## config.mk

```make
export PLATFORM = sky130hd
export DESIGN_NAME = pc_fetch_sequencer
export DESIGN_NICKNAME = d
export VERILOG_FILES = /design/src/rtl/pc_fetch_sequencer_pkg.sv /design/src/rtl/pc_fetch_sequencer_pc_incr2.sv /design/src/rtl/pc_fetch_sequencer.sv
export SDC_FILE = /design/constraint.sdc
export NUM_CORES = 1
export LEC_CHECK = 0
export CORE_MARGIN = 4
export CORE_UTILIZATION = 40
export CTS_BUF_LIST = sky130_fd_sc_hd__clkbuf_8
export DETAILED_ROUTE_END_ITERATION = 12
export PLACE_DENSITY = 0.76
export SYNTH_ARGS = -nofsm -noshare
export SYNTH_HDL_FRONTEND = slang
export SYNTH_SLANG_ARGS = --single-unit
export TNS_END_PERCENT = 5
```

## constraint.sdc

```tcl
create_clock -name CLK -period 2.2 [get_ports CLK]
set_input_delay 0.44 -clock CLK [delete_from_list [all_inputs] [get_ports CLK]]
set_output_delay 0.44 -clock CLK [all_outputs]
set_load 0.03 [all_outputs]
```

## src/rtl/pc_fetch_sequencer_pkg.sv

```systemverilog
// Shared types and constants for the program-counter / instruction-fetch sequencer.
package pc_fetch_sequencer_pkg;

    localparam int PC_W        = 16;
    localparam int INSTR_BYTES = 2;
    localparam int TO_W        = 8;

    typedef enum logic [1:0] {
        BOOT   = 2'b00,
        FETCH  = 2'b01,
        ISSUE  = 2'b10,
        HALTED = 2'b11
    } fetch_state_t;

    // Instructions are halfword aligned, so a loaded target always has bit0 cleared.
    function automatic logic [PC_W-1:0] align_pc(input logic [PC_W-1:0] addr);
        return {addr[PC_W-1:1], 1'b0};
    endfunction

endpackage

```

## src/rtl/pc_fetch_sequencer_pc_incr2.sv

```systemverilog
// Sequential-path incrementer: advances the PC by one instruction, wrapping modulo 2^16.
module pc_incr2
    import pc_fetch_sequencer_pkg::*;
(
    input  logic [PC_W-1:0] pc_cur,
    output logic [PC_W-1:0] pc_inc
);

    assign pc_inc = pc_cur + 16'(INSTR_BYTES);

endmodule

```

## src/rtl/pc_fetch_sequencer.sv

```systemverilog
// Program counter owner and fetch sequencer: FETCH -> ISSUE -> PC update, with
// sticky misalign / fetch-timeout flags and a terminal HALTED state.
module pc_fetch_sequencer
    import pc_fetch_sequencer_pkg::*;
#(
    parameter logic [15:0] RESET_VEC = 16'h0000,
    parameter logic [7:0]  TIMEOUT   = 8'd255
) (
    input  logic        CLK,
    input  logic        Reset,
    output logic        fetch_req,
    output logic [15:0] fetch_addr,
    input  logic        mem_ready,
    input  logic [15:0] mem_data,
    output logic [15:0] ir,
    output logic        ir_valid,
    input  logic        issue_ack,
    input  logic        branch_taken,
    input  logic [15:0] branch_target,
    input  logic        jump,
    input  logic [15:0] jump_target,
    input  logic        halt,
    output logic [15:0] pc,
    output logic        misalign,
    output logic        fetch_err
);

    fetch_state_t    state_r, state_nxt_s;
    logic [PC_W-1:0] pc_r, pc_nxt_s, pc_inc_s;
    logic [15:0]     ir_r, ir_nxt_s;
    logic            ir_valid_r, fetch_req_r;
    logic            misalign_r, misalign_nxt_s;
    logic            fetch_err_r, fetch_err_nxt_s;
    logic [TO_W-1:0] to_cnt_r, to_cnt_nxt_s;
    logic [PC_W-1:0] target_s;
    logic            target_take_s;

    pc_incr2 u_pc_incr2 (
        .pc_cur (pc_r),
        .pc_inc (pc_inc_s)
    );

    // Redirect selection: jump outranks a taken branch.
    always_comb begin
        target_s      = 16'h0000;
        target_take_s = 1'b0;
        if (jump) begin
            target_s      = jump_target;
            target_take_s = 1'b1;
        end else if (branch_taken) begin
            target_s      = branch_target;
            target_take_s = 1'b1;
        end else begin
            target_s      = 16'h0000;
            target_take_s = 1'b0;
        end
    end

    // Next-state and next-value logic for the fetch sequence.
    always_comb begin
        state_nxt_s     = state_r;
        pc_nxt_s        = pc_r;
        ir_nxt_s        = ir_r;
        misalign_nxt_s  = misalign_r;
        fetch_err_nxt_s = fetch_err_r;
        to_cnt_nxt_s    = to_cnt_r;
        case (state_r)
            BOOT: begin
                state_nxt_s  = FETCH;
                to_cnt_nxt_s = 8'd0;
            end
            FETCH: begin
                if (mem_ready) begin
                    ir_nxt_s    = mem_data;
                    state_nxt_s = ISSUE;
                end else if (to_cnt_r == (TIMEOUT - 8'd1)) begin
                    fetch_err_nxt_s = 1'b1;
                    state_nxt_s     = HALTED;
                end else begin
                    to_cnt_nxt_s = to_cnt_r + 8'd1;
                end
            end
            ISSUE: begin
                if (issue_ack) begin
                    if (target_take_s) begin
                        pc_nxt_s       = align_pc(target_s);
                        misalign_nxt_s = misalign_r | target_s[0];
                    end else begin
                        pc_nxt_s = pc_inc_s;
                    end
                    to_cnt_nxt_s = 8'd0;
                    state_nxt_s  = halt ? HALTED : FETCH;
                end else begin
                    state_nxt_s = ISSUE;
                end
            end
            HALTED: begin
                state_nxt_s = HALTED;
            end
            default: begin
                state_nxt_s = BOOT;
            end
        endcase
    end

    // State and output registers; handshake outputs follow the state being entered.
    always_ff @(posedge CLK) begin
        if (Reset) begin
            state_r     <= BOOT;
            pc_r        <= RESET_VEC;
            ir_r        <= 16'h0000;
            ir_valid_r  <= 1'b0;
            fetch_req_r <= 1'b0;
            misalign_r  <= 1'b0;
            fetch_err_r <= 1'b0;
            to_cnt_r    <= 8'd0;
        end else begin
            state_r     <= state_nxt_s;
            pc_r        <= pc_nxt_s;
            ir_r        <= ir_nxt_s;
            ir_valid_r  <= (state_nxt_s == ISSUE);
            fetch_req_r <= (state_nxt_s == FETCH);
            misalign_r  <= misalign_nxt_s;
            fetch_err_r <= fetch_err_nxt_s;
            to_cnt_r    <= to_cnt_nxt_s;
        end
    end

    assign fetch_req  = fetch_req_r;
    assign fetch_addr = pc_r;
    assign pc         = pc_r;
    assign ir         = ir_r;
    assign ir_valid   = ir_valid_r;
    assign misalign   = misalign_r;
    assign fetch_err  = fetch_err_r;

endmodule

```

==> summary.md, run 1 <==
| Metric | Value |
|---|---|
| Status | `finished, final reports clean` |
| Clock Pin Slew Worst Setup and Hold Paths | `0.09 ns` |
| Synth cell types | `57` |
| Mapped Cells | `311` |
| CTS tree | `built` |
| Nets | `457` |
| Flops & latches, synth | `45` |
| Routed WL | `7.12 mm` |
| Hold buffer count at cts | `0` |
| Syn avg cell area | `7.99 um^2` |
| Mapped cell area | `2490 um^2` |
| H-Tree Depth | `2` |
| Crit-path max cell delay | `0.74 ns` |
| Share of post-route cells with drive strength above 1 | `8.75%` |
| Gr usage total | `19.3%` |
| Initial Util | `41.5%` |
| Vias in the first global route | `2617` |
| Final Skew | `0.00839 ns` |
| Diodes inserted | `0` |
| Min Hold Slack | `0.458 ns` |
| Kind of critical path | `reg2out` |
| Clk Latency, worst-skew pair | `0.30 ns` |
| Cell Pwr Density | `562 nW/um^2` |
| Worst Path Required | `1.76 ns` |
| Peak VDD IR | `279 uV` |
| Crit path time final | `1.97 ns` |
| PnR worst setup slack | `0.226 ns` |
| RSZ-0062 raised after global routing | `no` |
| Die area | `7540 um^2` |
| Dpl ws | `0.213 ns` |
| Grt total ovfl | `0` |
| Initial antenna violation count | `0` |
| Post-synthesis sequential area ratio | `36.2%` |
| Largest net degree at the start of global routing | `23` |
| Post-CTS Setup Repair Bufs | `0` |
| Remaining DRCs | `0` |
| CP arrival | `1.53 ns` |
| Floorplan core area | `5990 um^2` |
| Routed WL per cell | `15.0 um` |
| FILL cells | `530` |
| Post-route clock period utilization | `89.7%` |
| CP max stage cell | `clkdlybuf4s50_1` |
| Resize count post-CTS | `0` |
| YS warnings | `0` |
| Setup violations, final | `0` |
| Sink Count | `45` |
| Max Cap Violations | `0` |
| Final hold violations | `0` |
| Io pins | `107` |
| Post-DRT Antenna Nets | `0` |
| Die Span Y | `86.8 um` |
| DR pass1 iterations | `4` |
| Vias | `2535` |
| Top FF cell, synth | `dfxtp_1` |
| CTS Buf Count | `5` |
| Asr flop ratio synth | `0%` |
| Worst min path class | `reg2reg` |
| EDFF count, synth | `0` |
| RD Place Congestion | `0.861` |
| Row cnt | `28` |
| Post-route setup TNS | `0 ns` |
| Total Power | `0.00203 W` |
| Longest Clk Path Bufs | `2` |
| Global-route wire length before repair | `11.8 mm` |
| Die Width | `86.8 um` |
| Element type at the critical path start | `flop` |
| Synthesis-to-finish area growth | `45.1%` |
| Root Driver | `clkbuf_8` |
| Max-slew violation count | `0` |
| Critical path's top delay family | `buffers and inverters` |
| Post-Route Utilization | `60.2%` |
| CP endpoint kind | `output pin` |
| Fmax | `506 MHz` |
| Critical-path cell list | `clkdlybuf4s50_1` |
| Crit-path max FO | `8` |
| Drt initial violations | `111` |
| Vias per std cell | `5.34` |
| Post-DP HPWL | `5.33 mm` |
| Buf+Inv Stages, Crit Path | `1` |
| Number of I/O port buffers | `104` |
| Leak | `1.25 nW` |
==> worst paths after layout <==
check / start / to / slack [ns] / depth (start not counted)
max: fetch_addr[3]$_SDFFE_PP0P_ / fetch_addr[3] / 0.23 / 1
min: ir[9]$_SDFFE_PP0P_ / ir[9]$_SDFFE_PP0P_ / 0.46 / 2
max reg2reg: fetch_addr[2]$_SDFFE_PP0P_ / fetch_addr[15]$_SDFFE_PP0P_ / 0.38 / 5
min reg2reg: ir[9]$_SDFFE_PP0P_ / ir[9]$_SDFFE_PP0P_ / 0.46 / 2
==> layout make-up <==
| cell class | count | area (um^2) | area share [%] |
|---|---|---|---|
| Timing Repair Buffer | 115 | 1120 | 31.1 |
| Tap cell | 75 | 93.8 | 2.60 |
| Clock inverter | 3 | 65.1 | 1.80 |
| Clock buffer | 5 | 68.8 | 1.91 |
| Inverter | 10 | 37.5 | 1.04 |
| Sequential cell | 45 | 901 | 25.0 |
| Multi-Input combinational cell | 222 | 1320 | 36.5 |
==> cells in the final DEF (no fill, tap or decap), types with 3 or more instances in the layout <==
cell	synthesis	final
dfxtp_1	45	45
nor3_1	8	8
ha_1	3	3
or2_2	4	4
inv_1	10	10
clkdlybuf4s50_1	0	104
a31oi_1	3	3
o22ai_1	3	3
nor4_1	7	7
a221oi_1	3	3
mux2i_1	5	5
nor2_1	18	18
a211o_1	3	3
a22o_1	6	6
buf_4	18	11
clkbuf_8	0	5
nand2b_1	4	4
o21ai_0	19	19
nand4_1	5	5
nand2_1	50	50
a221o_1	3	3
nand3_1	7	7
or3_1	3	3
a21oi_1	29	29
==> kinds of logic after synthesis <==
| group | Yosys count | share of synthesized area [%] |
|---|---|---|
| buffers and inverters | 45 | 10.9 |
| AOI/OAI and AO/OA | 85 | 22.5 |
| and+or+nand+nor | 124 | 25.6 |
| DFF | 45 | 36.2 |
| other | 1 | 0.151 |
| xor gates and xnor gates | 3 | 1.06 |
| adders and majority gates | 3 | 1.51 |
| muxes | 5 | 2.01 |
==> Yosys cell counts, types with 2 or more instances <==
cell type | count | area (um^2)
a211o_1 | 3 | 26.3
a21oi_1 | 29 | 145
a221o_1 | 3 | 30.0
a221oi_1 | 3 | 26.3
a22o_1 | 6 | 52.6
a31oi_1 | 3 | 18.8
and2_1 | 2 | 12.5
and3_1 | 2 | 12.5
buf_2 | 9 | 45.0
buf_4 | 18 | 135
buf_6 | 3 | 33.8
clkbuf_1 | 3 | 11.3
dfxtp_1 | 45 | 901
ha_1 | 3 | 37.5
inv_1 | 10 | 37.5
mux2i_1 | 5 | 50.1
nand2_1 | 50 | 188
nand2b_1 | 4 | 25.0
nand3_1 | 7 | 35.0
nand4_1 | 5 | 31.3
nor2_1 | 18 | 67.6
nor2_2 | 2 | 12.5
nor2b_1 | 2 | 12.5
nor3_1 | 8 | 40.0
nor4_1 | 7 | 43.8
o211ai_1 | 2 | 15.0
o21ai_0 | 19 | 95.1
o21ai_1 | 2 | 10.0
o22ai_1 | 3 | 18.8
o32ai_1 | 2 | 17.5
or2_2 | 4 | 25.0
or3_1 | 3 | 18.8
xor2_1 | 2 | 17.5
==> metal layers <==
metal	part of all wire [%]	global-route usage, %	up-vias	routed length (um)
li1	-	-	1262	-
met1	43	23.6	1154	3070
met2	46	31.7	107	3270
met3	9.0	5.89	12	642
met4	1.9	7.08	0	133
met5	0	0	-	0
==> per-stage QoR <==
| stage | instances | cell area (um^2) |
|---|---|---|
| 6_report | 475 | 3610 |
| 2_1_floorplan | 312 | 2490 |
| 3_5_place_dp | 467 | 3470 |
| 3_3_place_gp | 467 | 3470 |
| 5_1_grt | 475 | 3610 |
| 4_1_cts | 475 | 3610 |
==> registers in the layout, indices dropped and copies added, names as in the netlist <==
signal and flops:
fetch_addr 15, fetch_err 1, fetch_req 1, ir 16, ir_valid 1, misalign 1
state_r 2, to_cnt_r 8
==> report_power, final <==
part / switching, W / internal [W] / leakage (nW)
clock network: 0.000283 / 0.000451 / 0.0681
registers: 0.0000332 / 0.000845 / 0.366
logic: 0.000206 / 0.000210 / 0.817
==> tightest hold or removal path: stages (launching register included) <==
cell and delay (ns):
dfxtp_1 0.32, nand2_1 0.05, a21oi_1 0.05
Note: power is estimated with default switching activity, not from simulation.
==> run 2: changes to the inputs <==
--- a/config.mk
+++ b/config.mk
@@ -8,6 +8,7 @@
 export CORE_MARGIN = 4
 export CORE_UTILIZATION = 40
 export CTS_BUF_LIST = sky130_fd_sc_hd__clkbuf_8
+export CTS_CLUSTER_SIZE = 16
 export DETAILED_ROUTE_END_ITERATION = 12
 export PLACE_DENSITY = 0.76
 export SYNTH_ARGS = -nofsm -noshare
==> results of run 2 <==
Final layout, timing and power as in run 1 (identical DEF).
==> run 3: changes to the inputs <==
--- a/config.mk
+++ b/config.mk
@@ -5,7 +5,6 @@
 export SDC_FILE = /design/constraint.sdc
 export NUM_CORES = 1
 export LEC_CHECK = 0
-export CORE_MARGIN = 4
 export CORE_UTILIZATION = 40
 export CTS_BUF_LIST = sky130_fd_sc_hd__clkbuf_8
 export CTS_CLUSTER_SIZE = 16
==> run 3 against run 2 <==
  * Clock skew fell by 0.0029 ns
  * Final cell count grew 0.42%
  * Utilization is 0.060 points higher
  * Fmax is essentially flat
  * Routed wire length is 6.4% lower
  * Setup slack got worse by 0.00094 ns
  * Hold slack worse by 0.0036 ns
  * First-iteration DRC count grew 9.0%
  * Final area decreased by 0.49%
  * Critical path type unchanged
  * Critical endpoint unchanged
==> summary.md, run 3 (same netlist as run 1, synthesis figures left out) <==
| Metric | Value |
|---|---|
| Status | `finished, final reports clean (unchanged)` |
| Remaining DRCs | `0 (unchanged)` |
| Critical-path cell list | `clkdlybuf4s50_1 (unchanged)` |
| Leak | `1.25 nW (about the same)` |
| Worst Hold Launch | `ir[9]$_SDFFE_PP0P_ (unchanged)` |
| Clk Latency, worst-skew pair | `0.29 ns (was 0.30 ns)` |
| Worst Hold End | `ir[9]$_SDFFE_PP0P_ (unchanged)` |
| Reg2Reg Setup Slack | `0.53 ns (was 0.38 ns)` |
| Routed WL per cell | `14.0 um (was 15.0 um)` |
| Vias in the first global route | `2409 (was 2617)` |
| Grt total ovfl | `0 (unchanged)` |
| Post-Route Utilization | `60.3% (was 60.2%)` |
| Synthesis-to-finish area growth | `44.4% (was 45.1%)` |
| Worst Hold Depth | `2 (unchanged)` |
| Resize count post-CTS | `0 (unchanged)` |
| FILL cells | `564 (was 530)` |
| Row cnt | `28 (unchanged)` |
| Nets | `459 (was 457)` |
| Drt initial violations | `121 (was 111)` |
| Reg-to-reg endpoint | `fetch_addr[15]$_SDFFE_PP0P_ (unchanged)` |
| Die Span Y | `80.8 um (was 86.8 um)` |
| Post-route clock period utilization | `89.8% (was 89.7%)` |
| Io pins | `107 (unchanged)` |
| GR Layer Usage met3 | `6.18% (was 5.89%)` |
| Crit path time final | `1.98 ns (was 1.97 ns)` |
| Post-route setup TNS | `0 ns (unchanged)` |
| Post-DRT Antenna Nets | `0 (unchanged)` |
| Inst Count DP | `469 (was 467)` |
| Gr usage total | `20.6% (was 19.3%)` |
| Worst Path Required | `1.76 ns (about the same)` |
| Share of post-route cells with drive strength above 1 | `9.20% (was 8.75%)` |
| Buf+Inv Stages, Crit Path | `1 (unchanged)` |
| Routed WL | `6.66 mm (was 7.12 mm)` |
| Post-CTS Setup Repair Bufs | `0 (unchanged)` |
| Clock Pin Slew Worst Setup and Hold Paths | `0.08 ns (was 0.09 ns)` |
| Met2 Use GR | `34.7% (was 31.7%)` |
| Root Driver | `clkbuf_8 (unchanged)` |
| Initial antenna violation count | `0 (unchanged)` |
| Peak VDD IR | `258 uV (was 279 uV)` |
| Most common cell after layout, fill and taps aside | `clkdlybuf4s50_1 (unchanged)` |
| Grt peak-use layer | `met2 (unchanged)` |
| RD Place Congestion | `0.870 (was 0.861)` |
| R2r worst-path depth | `5 (unchanged)` |
| Vias per std cell | `5.36 (was 5.34)` |
| Crit-path max cell delay | `0.73 ns (was 0.74 ns)` |
| Hold buffer count at cts | `0 (unchanged)` |
| Final Skew | `0.00548 ns (was 0.00839 ns)` |
| Global-route wire length before repair | `10.6 mm (was 11.8 mm)` |
| Crit-path max FO | `8 (unchanged)` |
| Initial Util | `41.7% (was 41.5%)` |
| Most frequent cells in the layout | `clkdlybuf4s50_1, nand2_1, dfxtp_1, a21oi_1, o21ai_0 (unchanged)` |
| Die area | `6530 um^2 (was 7540 um^2)` |
| RSZ-0062 raised after global routing | `no (unchanged)` |
| DR pass1 iterations | `4 (unchanged)` |
| H-Tree Depth | `2 (unchanged)` |
| Multi-input gate area | `1320 um^2 (unchanged)` |
| CTS tree | `built (unchanged)` |
| Setup violations, final | `0 (unchanged)` |
| Largest net degree at the start of global routing | `24 (was 23)` |
| Vias | `2557 (was 2535)` |
| Largest register FFs | `16 (unchanged)` |
| Floorplan core area | `5960 um^2 (was 5990 um^2)` |
| Register area | `901 um^2 (unchanged)` |
| Longest Clk Path Bufs | `2 (unchanged)` |
| Critical path's top delay family | `buffers and inverters (unchanged)` |
| CTS Buf Count | `5 (unchanged)` |
| Die Width | `80.8 um (was 86.8 um)` |
| Element type at the critical path start | `flop (unchanged)` |
| CP max stage cell | `clkdlybuf4s50_1 (unchanged)` |
| Met1 GRT Util | `24.3% (was 23.6%)` |
| Cell Pwr Density | `514 nW/um^2 (was 562 nW/um^2)` |
| CP arrival | `1.54 ns (was 1.53 ns)` |
| Diodes inserted | `0 (unchanged)` |
| Final non-filler cell total | `477 (was 475)` |
| Number of I/O port buffers | `104 (unchanged)` |
| Crit Reg-Reg Startpoint | `fetch_addr[2]$_SDFFE_PP0P_ (unchanged)` |
| Max Cap Violations | `0 (unchanged)` |
| Sink Count | `45 (unchanged)` |
| Max-slew violation count | `0 (unchanged)` |
| CP endpoint kind | `output pin (unchanged)` |
| Final hold violations | `0 (unchanged)` |
| Post-DP HPWL | `5.01 mm (was 5.33 mm)` |
| Kind of critical path | `reg2out (unchanged)` |
| Fmax | `506 MHz (about the same)` |
| Worst min path class | `reg2reg (unchanged)` |
## run 3: worst max-delay path by stage
| stage | start | endpoint | depth (start not counted) |
|---|---|---|---|
| 3_5_place_dp | jump | fetch_addr[10]$_SDFFE_PP0P_ | 5 |
| 6_report | fetch_addr[3]$_SDFFE_PP0P_ | fetch_addr[3] | 1 |
| 3_3_place_gp | issue_ack | to_cnt_r[3]$_SDFFE_PP0P_ | 5 |
| 2_1_floorplan | fetch_addr[1]$_SDFFE_PP0P_ | fetch_addr[15]$_SDFFE_PP0P_ | 5 |
| 4_1_cts | fetch_addr[3]$_SDFFE_PP0P_ | fetch_addr[3] | 1 |
| 5_1_grt | fetch_addr[3]$_SDFFE_PP0P_ | fetch_addr[3] | 1 |
## run 3: layer usage
metal,vias to the layer above,share of wire [%]
met2,103,48
met4,0,1.4
met5,-,0
li1,1268,-
met1,1176,43
met3,10,8.0
## run 3: where the power goes
group	switching, W	total, W	internal (W)
Sequential	0.0000316	0.000876	0.000845
Combinational	0.000204	0.000415	0.000211
Clock	0.000271	0.000555	0.000284
## run 3: layout make-up
| cell class | count | area share, % |
|---|---|---|
| well taps | 75 | 2.61 |
| clock buffers | 7 | 2.68 |
| repair buffers | 117 | 31.7 |
| multi-input cells | 222 | 36.7 |
| clock inverters | 1 | 0.139 |
| inverters | 10 | 1.05 |
| flip-flops and latches | 45 | 25.1 |
## run 3: through the flow
stage / hold slack (ns) / total power, W / setup slack [ns] / instance area (um^2)
after global placement: 0.442 / 0.00131 / 0.259 / 3490
after floorplan: 0.466 / 0.00112 / 0.404 / 2490
after CTS: 0.460 / 0.00186 / 0.224 / 3590
final: 0.454 / 0.00185 / 0.225 / 3590
after global routing: 0.489 / 0.00193 / 0.176 / 3590
after detailed placement: 0.449 / 0.00131 / 0.228 / 3490
